### src/rtl/ysyx_23060208_ifu.sv
// rtl/ysyx_23060208_ifu.sv - single-outstanding instruction fetch unit with AXI read port
module ysyx_23060208_ifu #(
    parameter int                    DATA_WIDTH = 32,
    parameter logic [DATA_WIDTH-1:0] RESET_PC   = 32'h3000_0000
) (
    input  logic                      clock,
    input  logic                      reset,

    input  logic [DATA_WIDTH:0]       exu_to_ifu_bus,
    input  logic                      exu_to_ifu_valid,

    output logic [2*DATA_WIDTH-1:0]   ifu_to_idu_bus,
    output logic                      ifu_to_idu_valid,
    input  logic                      idu_allowin,

    output logic                      isram_arvalid,
    input  logic                      isram_arready,
    output logic [DATA_WIDTH-1:0]     isram_araddr,
    output logic [3:0]                isram_arid,
    output logic [7:0]                isram_arlen,
    output logic [2:0]                isram_arsize,
    output logic [1:0]                isram_arburst,

    input  logic                      isram_rvalid,
    output logic                      isram_rready,
    input  logic [2*DATA_WIDTH-1:0]   isram_rdata,
    input  logic [1:0]                isram_rresp,
    input  logic                      isram_rlast,
    input  logic [3:0]                isram_rid,

    output logic                      ifu_fault
);

    typedef enum logic [2:0] {
        IDLE,
        WAIT_AR,
        WAIT_R,
        VALID,
        WAIT_EXU
    } state_e;

    localparam logic [DATA_WIDTH-1:0] EBREAK = DATA_WIDTH'(32'h0010_0073);

    state_e                  state_q;
    logic [DATA_WIDTH-1:0]   pc_q;
    logic [DATA_WIDTH-1:0]   pc_d;
    logic [DATA_WIDTH-1:0]   inst_q;
    logic [DATA_WIDTH-1:0]   inst_d;
    logic [3:0]              arid_q;
    logic [3:0]              req_id;
    logic                    arvalid_q;
    logic                    rready_q;
    logic                    valid_q;
    logic                    fault_q;
    logic                    beat_ok;
    logic                    unused_inputs;

    // arid_q already advanced at the handshake, so the in-flight request id is one behind.
    assign req_id  = arid_q - 4'h1;
    assign beat_ok = isram_rvalid && (isram_rid == req_id);

    always_comb begin
        pc_d = exu_to_ifu_bus[DATA_WIDTH] ? exu_to_ifu_bus[DATA_WIDTH-1:0]
                                          : pc_q + DATA_WIDTH'(4);
        inst_d = pc_q[2] ? isram_rdata[2*DATA_WIDTH-1:DATA_WIDTH]
                         : isram_rdata[DATA_WIDTH-1:0];
        if (isram_rresp[1]) begin
            inst_d = EBREAK;
        end
    end

    always_ff @(posedge clock) begin
        if (reset) begin
            state_q   <= IDLE;
            pc_q      <= RESET_PC;
            inst_q    <= '0;
            arid_q    <= 4'h0;
            arvalid_q <= 1'b0;
            rready_q  <= 1'b0;
            valid_q   <= 1'b0;
            fault_q   <= 1'b0;
        end else begin
            fault_q <= 1'b0;
            case (state_q)
                IDLE: begin
                    state_q   <= WAIT_AR;
                    arvalid_q <= 1'b1;
                end
                WAIT_AR: begin
                    if (isram_arready) begin
                        state_q   <= WAIT_R;
                        arvalid_q <= 1'b0;
                        rready_q  <= 1'b1;
                        arid_q    <= arid_q + 4'h1;
                    end
                end
                WAIT_R: begin
                    // Beats with a foreign rid are taken (rready high) and dropped.
                    if (beat_ok) begin
                        state_q  <= VALID;
                        rready_q <= 1'b0;
                        valid_q  <= 1'b1;
                        inst_q   <= inst_d;
                        fault_q  <= isram_rresp[1];
                    end
                end
                VALID: begin
                    if (idu_allowin) begin
                        state_q <= WAIT_EXU;
                        valid_q <= 1'b0;
                    end
                end
                WAIT_EXU: begin
                    if (exu_to_ifu_valid) begin
                        state_q   <= WAIT_AR;
                        pc_q      <= pc_d;
                        arvalid_q <= 1'b1;
                    end
                end
                default: begin
                    state_q   <= IDLE;
                    arvalid_q <= 1'b0;
                    rready_q  <= 1'b0;
                    valid_q   <= 1'b0;
                end
            endcase
        end
    end

    assign unused_inputs    = ^{isram_rlast, isram_rresp[0]};

    assign isram_arvalid    = arvalid_q;
    assign isram_araddr     = pc_q;
    assign isram_arid       = arid_q;
    assign isram_arlen      = 8'h00;
    assign isram_arsize     = 3'b010;
    assign isram_arburst    = 2'b01;
    assign isram_rready     = rready_q;
    assign ifu_to_idu_valid = valid_q;
    assign ifu_to_idu_bus   = {pc_q, inst_q};
    assign ifu_fault        = fault_q;

endmodule
### config.mk
export PLATFORM = sky130hd
export DESIGN_NAME = ysyx_23060208_ifu
export DESIGN_NICKNAME = d
export VERILOG_FILES = /design/src/rtl/ysyx_23060208_ifu.sv
export SDC_FILE = /design/constraint.sdc
export NUM_CORES = 1
export LEC_CHECK = 0
export ABC_CLOCK_PERIOD_IN_PS = 2000
export CAP_MARGIN = 0
export CORE_MARGIN = 1
export CORE_UTILIZATION = 37
export CTS_BUF_LIST = sky130_fd_sc_hd__clkbuf_16
export DETAILED_ROUTE_END_ITERATION = 10
export PLACE_DENSITY_LB_ADDON = 0.25
export SETUP_SLACK_MARGIN = 0.5
export SLEW_MARGIN = 20
export SYNTH_ARGS = -nofsm -noshare
export SYNTH_HDL_FRONTEND = slang
export SYNTH_SLANG_ARGS = --single-unit
### constraint.sdc
create_clock -name clock -period 2 [get_ports clock]
set_input_delay 0.3 -clock clock [delete_from_list [all_inputs] [get_ports clock]]
set_output_delay 0.3 -clock clock [all_outputs]
set_load 0.05 [all_outputs]
==> qor.yml, run 1 <==
grt:
  gr-usage-all-layers_pct: 24.6
  grt_pass1_wl_mm: 24.9
  grt_pass1_vias: 5035
  antenna_found_initial: 0
  overflow: 0
  grt_max_degree: 34
timing:
  tns_ns: 0
  hold_ws_ns: 0.340
  period_share_pct: 95.5
  rsz0062_at_grt: "yes"
  tightest_slew_ns: 0.520
  setup_violations: 0
  finalClockSkew_ns: 0.0118
  maxSlewHeadroom_pct: 65.5
  fmax_mhz: 524
  worst_slack_ns: 0.0908
  drv_slew: 0
  min_period_ns: 1.91
  finalHoldViolCount: 0
clock_tree:
  path_clk_slew_ns: 0.07
  root_buffer: "clkbuf_16"
  cts_max_level: 3
  clockBufferDepth: 2
  clkSinkCount: 75
  cts_tree: "yes"
  insertion_delay_ns: 0.33
  numCtsBuffers: 9
power:
  total_power_mw: 4.06
  p_per_area_nw_per_um2: 504
  cellLeakagePower_nw: 3.10
  vdd_ir_drop_max_mv: 0.421
floorplanning:
  io_pins: 227
  rows: 40
  core_area_sq_um: 12000
  fp.dieW_um: 113
  die_area_sq_um: 12700
  start_util_pct: 37.8
  die_height_um: 113
synthesis:
  synth_cell_types: 60
  yosysSeqAreaShare_pct: 33.0
  synth_top_area_cell: "dfxtp_1"
  synthArstFlopShare_pct: 0
  syn_inst: 575
  synth.ff_latch_count: 75
  yosys_warnings: 0
  synth_most_common_cell: "dfxtp_1"
  synth_area_per_cell_sq_um: 7.91
  synth_edf_count: 0
  synth_area_leaders: "dfxtp_1 (33%), mux2i_1 (7.5%), buf_4 (7.4%)"
  yosysTopAreaCellShare_pct: 33.0
  synth_top_flop_cell: "dfxtp_1"
  synth_common_cells: "dfxtp_1 (75), nand2_1 (64), a21oi_1 (58), buf_4 (45), mux2i_1 (34)"
  syn_area_sq_um: 4550
cells_and_area:
  fill_cells: 964
  antenna_cells: 0
  syn_to_final_growth_pct: 77.4
  finalNetCount: 926
  post-route-util_pct: 67.1
  drive_above_1_share_pct: 39.1
worst_setup_path:
  path_class: "reg2reg"
  r2r_cells: 9
  start_kind: "flip-flop"
  cp_max_fo: 7
  end_kind: "flip-flop"
  arrival_ns: 2.11
  cp.required_ns: 2.20
routing:
  routed_wl_mm: 17.4
  drt_pre_antenna_iters: 7
  drt_iter0_drc: 411
  viasPerCell: 5.53
  drc: 0
  vias: 5341
  wire_per_inst_um: 18.0
  ant_nets: 0
placed_design:
  post-place-ws_ns: -0.108
  io_buffers: 211
  dp_hpwl_mm: 10.7
  gp_congestion: 0.858
hold_path:
  hold_path_depth: 2
  holdCritPathClass: "in2reg"
flow_run:
  maxCapViolations: 0
run_status:
  status: "complete, no violations"
[layout make-up]
class                           instances  area, sq um  area share (%)
Timing Repair Buffer                  304         2860            35.4
Clock inverter                          6         62.6           0.776
Multi-Input combinational cell        415         3100            38.4
Sequential cell                        75         1590            19.7
Inverter                                8         30.0           0.372
Clock buffer                           10          250            3.10
Tap cell                              147          184            2.28
[worst paths after layout]
check / start / endpoint / slack, ns
setup / recovery: isram_arid[1]$_SDFFE_PP0P_ / inst_q[5]$_SDFFE_PP0P_ / 0.09
hold / removal: reset / isram_araddr[25]$_SDFFE_PP0P_ / 0.34
setup reg to reg: isram_arid[1]$_SDFFE_PP0P_ / inst_q[5]$_SDFFE_PP0P_ / 0.09
hold reg to reg: inst_q[8]$_SDFFE_PP0P_ / inst_q[8]$_SDFFE_PP0P_ / 0.46
[worst max-delay path, cell delays in order, from the launching register on]
cell and delay (ns):
dfxtp_4 0.35, inv_2 0.05, ha_4 0.26, xor2_1 0.15
and3_4 0.21, nand4_4 0.13, buf_6 0.18, buf_16 0.14
a2111oi_4 0.21, nor3_1 0.09
[routing by layer]
layer / track usage [%] / up-vias / share of wire (%) / routed length, um
li1: - / 2496 / - / -
met1: 28.3 / 2546 / 38 / 6670
met2: 44.8 / 263 / 52 / 9130
met3: 5.52 / 36 / 7.1 / 1230
met4: 8.36 / 0 / 2.1 / 362
met5: 0 / - / 0 / 0
[layout by cell type, fill, tap and decap left out, drive strengths merged, types with 3 or more instances in the layout]
master           n
and2             4
nand4           16
a21oi           58
nor2            33
nor3b            5
clkdlybuf4s50  104
o21bai           3
a31oi            7
o211ai           3
conb            13
mux2i           34
a2111oi          7
nor3            20
nor2b           14
clkdlybuf4s15   42
and3            12
clkinv           3
dfxtp           75
and4             5
clkbuf          40
buf            123
o41ai            3
or3             28
xnor2            3
ha               3
nand3b           3
nand2           64
a211oi           4
o21ai           18
inv             10
xor2             6
nand3           12
nor4             8
[report_power, final]
| group | total, mW | internal, mW | switching (mW) |
|---|---|---|---|
| sequential | 1.53 | 1.50 | 0.0308 |
| clock | 1.69 | 1.04 | 0.654 |
| combinational | 0.838 | 0.407 | 0.430 |
[cell families after synthesis]
| family | Yosys count | share of synthesized area [%] |
|---|---|---|
| mux | 34 | 7.49 |
| flops | 75 | 33.0 |
| buf+inv | 97 | 12.3 |
| compound gates | 122 | 16.5 |
| simple gates | 233 | 27.9 |
| xor+xnor | 9 | 1.73 |
| other cells | 2 | 0.165 |
| fa+ha+maj | 3 | 0.826 |
[what timing repair did]
item,4_1_cts,5_1_grt
setup buffers,37,24
hold buffers,0,0
endpoints found under the setup margin,167,126
cloned,4,3
pin swaps,19,26
gates resized for setup,321,173
[through the flow]
stage / std cells / instance area (sq um)
final: 965 / 8070
after global placement: 881 / 6830
after floorplan: 586 / 4870
after detailed placement: 881 / 6830
after CTS: 938 / 7750
after global routing: 965 / 8070
[registers in the layout, summed over array words and instances (netlist names)]
signal            flops
ifu_fault             1
isram_rready          1
isram_arvalid         1
isram_arid            4
ifu_to_idu_valid      1
inst_q               32
state_q               3
isram_araddr         32
No activity file was read; power rests on OpenSTA's default activity.
==> run 2, diff against run 1 <==
CORE_MARGIN = 2   (was 1)
==> qor.yml, run 2 (synthesized netlist as in run 1, its figures left out) <==
run_status:
  status: "complete, no violations"  # unchanged
power:
  power_frac_clock_pct: 37.8  # was 41.7%
  power_frac_comb_pct: 21.5  # was 20.6%
  vdd_ir_drop_max_mv: 0.289  # was 0.421 mV
  swShare_pct: 28.0  # was 27.4%
  intPower_mw: 2.71  # was 2.95 mW
  sequentialPowerShare_pct: 40.7  # was 37.7%
  cellLeakagePower_nw: 3.14  # was 3.10 nW
  p_per_area_nw_per_um2: 464  # was 504 nW/um^2
  p_switching_mw: 1.05  # was 1.12 mW
floorplanning:
  start_util_pct: 37.8  # unchanged
  io_pins: 227  # unchanged
  fp.dieW_um: 115  # was 113 um
  rows: 40  # unchanged
  die_height_um: 115  # was 113 um
  core_area_sq_um: 12000  # unchanged
  die_area_sq_um: 13200  # was 12700 sq um
placed_design:
  dp_hpwl_mm: 10.6  # was 10.7 mm
  io_buffers: 211  # unchanged
  gp_congestion: 0.860  # was 0.858
  dp_cells: 878  # was 881
clock_tree:
  clockBufferDepth: 2  # unchanged
  insertion_delay_ns: 0.33  # about the same
  root_buffer: "clkbuf_16"  # unchanged
  cts_max_level: 3  # unchanged
  clkSinkCount: 75  # unchanged
  cts_hold_buf: 0  # unchanged
  path_clk_slew_ns: 0.06  # was 0.07 ns
  cts_tree: "yes"  # unchanged
  numCtsBuffers: 9  # unchanged
timing:
  min_period_ns: 1.99  # was 1.91 ns
  rsz0062_at_grt: "yes"  # unchanged
  fmax_mhz: 504  # was 524 MHz
  finalClockSkew_ns: 0.00518  # was 0.0118 ns
  tns_ns: 0  # unchanged
  tightest_slew_ns: 0.532  # was 0.520 ns
  finalHoldViolCount: 0  # unchanged
  drv_slew: 0  # unchanged
  period_share_pct: 99.3  # was 95.5%
  setup_violations: 0  # unchanged
  hold_ws_ns: 0.372  # was 0.340 ns
  maxSlewHeadroom_pct: 64.6  # was 65.5%
routing:
  drt_iter0_drc: 403  # was 411
  vias: 5363  # was 5341
  wire_per_inst_um: 17.9  # was 18.0 um
  ant_nets: 0  # unchanged
  drc: 0  # unchanged
  viasPerCell: 5.52  # was 5.53
  drt_pre_antenna_iters: 5  # was 7
  routed_wl_mm: 17.3  # was 17.4 mm
worst_setup_path:
  path_class: "reg2reg"  # unchanged
  crit_path_start: "isram_arid[1]$_SDFFE_PP0P_"  # unchanged
  cp_max_fo: 7  # unchanged
  r2r-end: "inst_q[23]$_SDFFE_PP0P_"  # was inst_q[5]$_SDFFE_PP0P_
  arrival_ns: 2.25  # was 2.11 ns
  rrSetupSlack_ns: 0.01  # was 0.09 ns
  timing.critical_path.to: "inst_q[23]$_SDFFE_PP0P_"  # was inst_q[5]$_SDFFE_PP0P_
  cp.required_ns: 2.27  # was 2.20 ns
  rr_startpoint: "isram_arid[1]$_SDFFE_PP0P_"  # unchanged
  start_kind: "flip-flop"  # unchanged
  r2r_cells: 9  # unchanged
  end_kind: "flip-flop"  # unchanged
grt:
  antenna_found_initial: 1  # was 0
  grt_max_degree: 63  # was 34
  gr-usage-all-layers_pct: 22.8  # was 24.6%
  grt_pass1_vias: 4853  # was 5035
  grt_pass1_wl_mm: 24.2  # was 24.9 mm
  overflow: 0  # unchanged
cells_and_area:
  instances_no_fill: 971  # was 965
  syn_to_final_growth_pct: 78.6  # was 77.4%
  drive_above_1_share_pct: 37.0  # was 39.1%
  antenna_cells: 0  # unchanged
  finalNetCount: 932  # was 926
  final_common_cell: "clkdlybuf4s50_1"  # unchanged
  layout_common_cells: "clkdlybuf4s50_1 (104), buf_4 (68), nand2_1 (57)"  # was clkdlybuf4s50_1 (104), buf_4 (65), nand2_1 (58)
  fill_cells: 967  # was 964
hold_path:
  hp-start: "reset"  # unchanged
  holdCritPathClass: "in2reg"  # unchanged
flow_run:
  maxCapViolations: 0  # unchanged
## run 2: area by class of cell
| class | count | area [sq um] | share of cell area, % |
|---|---|---|---|
| sequential | 75 | 1590 | 19.6 |
| inverter | 8 | 32.5 | 0.401 |
| clock inverter | 7 | 28.8 | 0.354 |
| clock buffer | 9 | 225 | 2.77 |
| timing repair buffer | 311 | 3060 | 37.7 |
| tap | 147 | 184 | 2.27 |
| multi-input combinational | 414 | 3000 | 36.9 |
## run 2: what timing repair did
action                                  in CTS  in global routing
setup buffers                               38                 29
cloned                                       3                  7
endpoints found under the setup margin     161                113
gates resized for setup                    314                151
pin swaps                                   16                 39
## run 2: worst min path at each step
stage / slack, ns / to / cells past startpoint
final: 0.37 / isram_araddr[27]$_SDFFE_PP0P_ / 2
after global routing: 0.40 / isram_araddr[27]$_SDFFE_PP0P_ / 2
after floorplan: 0.44 / isram_araddr[0]$_SDFFE_PP0P_ / 2
after CTS: 0.36 / isram_araddr[26]$_SDFFE_PP0P_ / 2
after global placement: 0.44 / inst_q[15]$_SDFFE_PP0P_ / 2
after detailed placement: 0.45 / inst_q[14]$_SDFFE_PP0P_ / 2
## run 2: power groups by stage
stage | Sequential [mW] | Clock [mW] | Combinational, mW
after floorplan | 1.63 | 0 | 0.335
after global placement | 1.58 | 0 | 0.673
after detailed placement | 1.58 | 0 | 0.680
after CTS | 1.54 | 1.45 | 0.720
after global routing | 1.54 | 1.53 | 0.860
final | 1.53 | 1.42 | 0.809
## run 2: per-layer routing
layer	vias up	GRT usage [%]	wire [um]
met2	251	39.3	8880
met3	43	5.06	1240
met5	-	0	11
met4	2	9.64	478
met1	2555	27.5	6730
li1	2512	-	-
## run 2: metrics by stage
step | cell area (sq um) | setup slack, ns | power (mW) | utilization (%)
after floorplan | 4870 | 0.126 | 1.97 | -
after global placement | 6810 | -0.0692 | 2.25 | 56.7
after detailed placement | 6810 | -0.112 | 2.26 | 56.7
after CTS | 7640 | 0.0549 | 3.71 | 63.6
after global routing | 8120 | -0.0828 | 3.92 | 67.6
final | 8120 | 0.0148 | 3.77 | 67.6
## run 2: worst max-delay path, stage by stage, from the launching register on
cell and delay [ns]:
dfxtp_4 0.37, inv_4 0.04, ha_4 0.26, xor2_1 0.14, and3_4 0.22, nand4_4 0.09, buf_12 0.17, buf_16 0.14
or3_4 0.36, a21oi_2 0.13
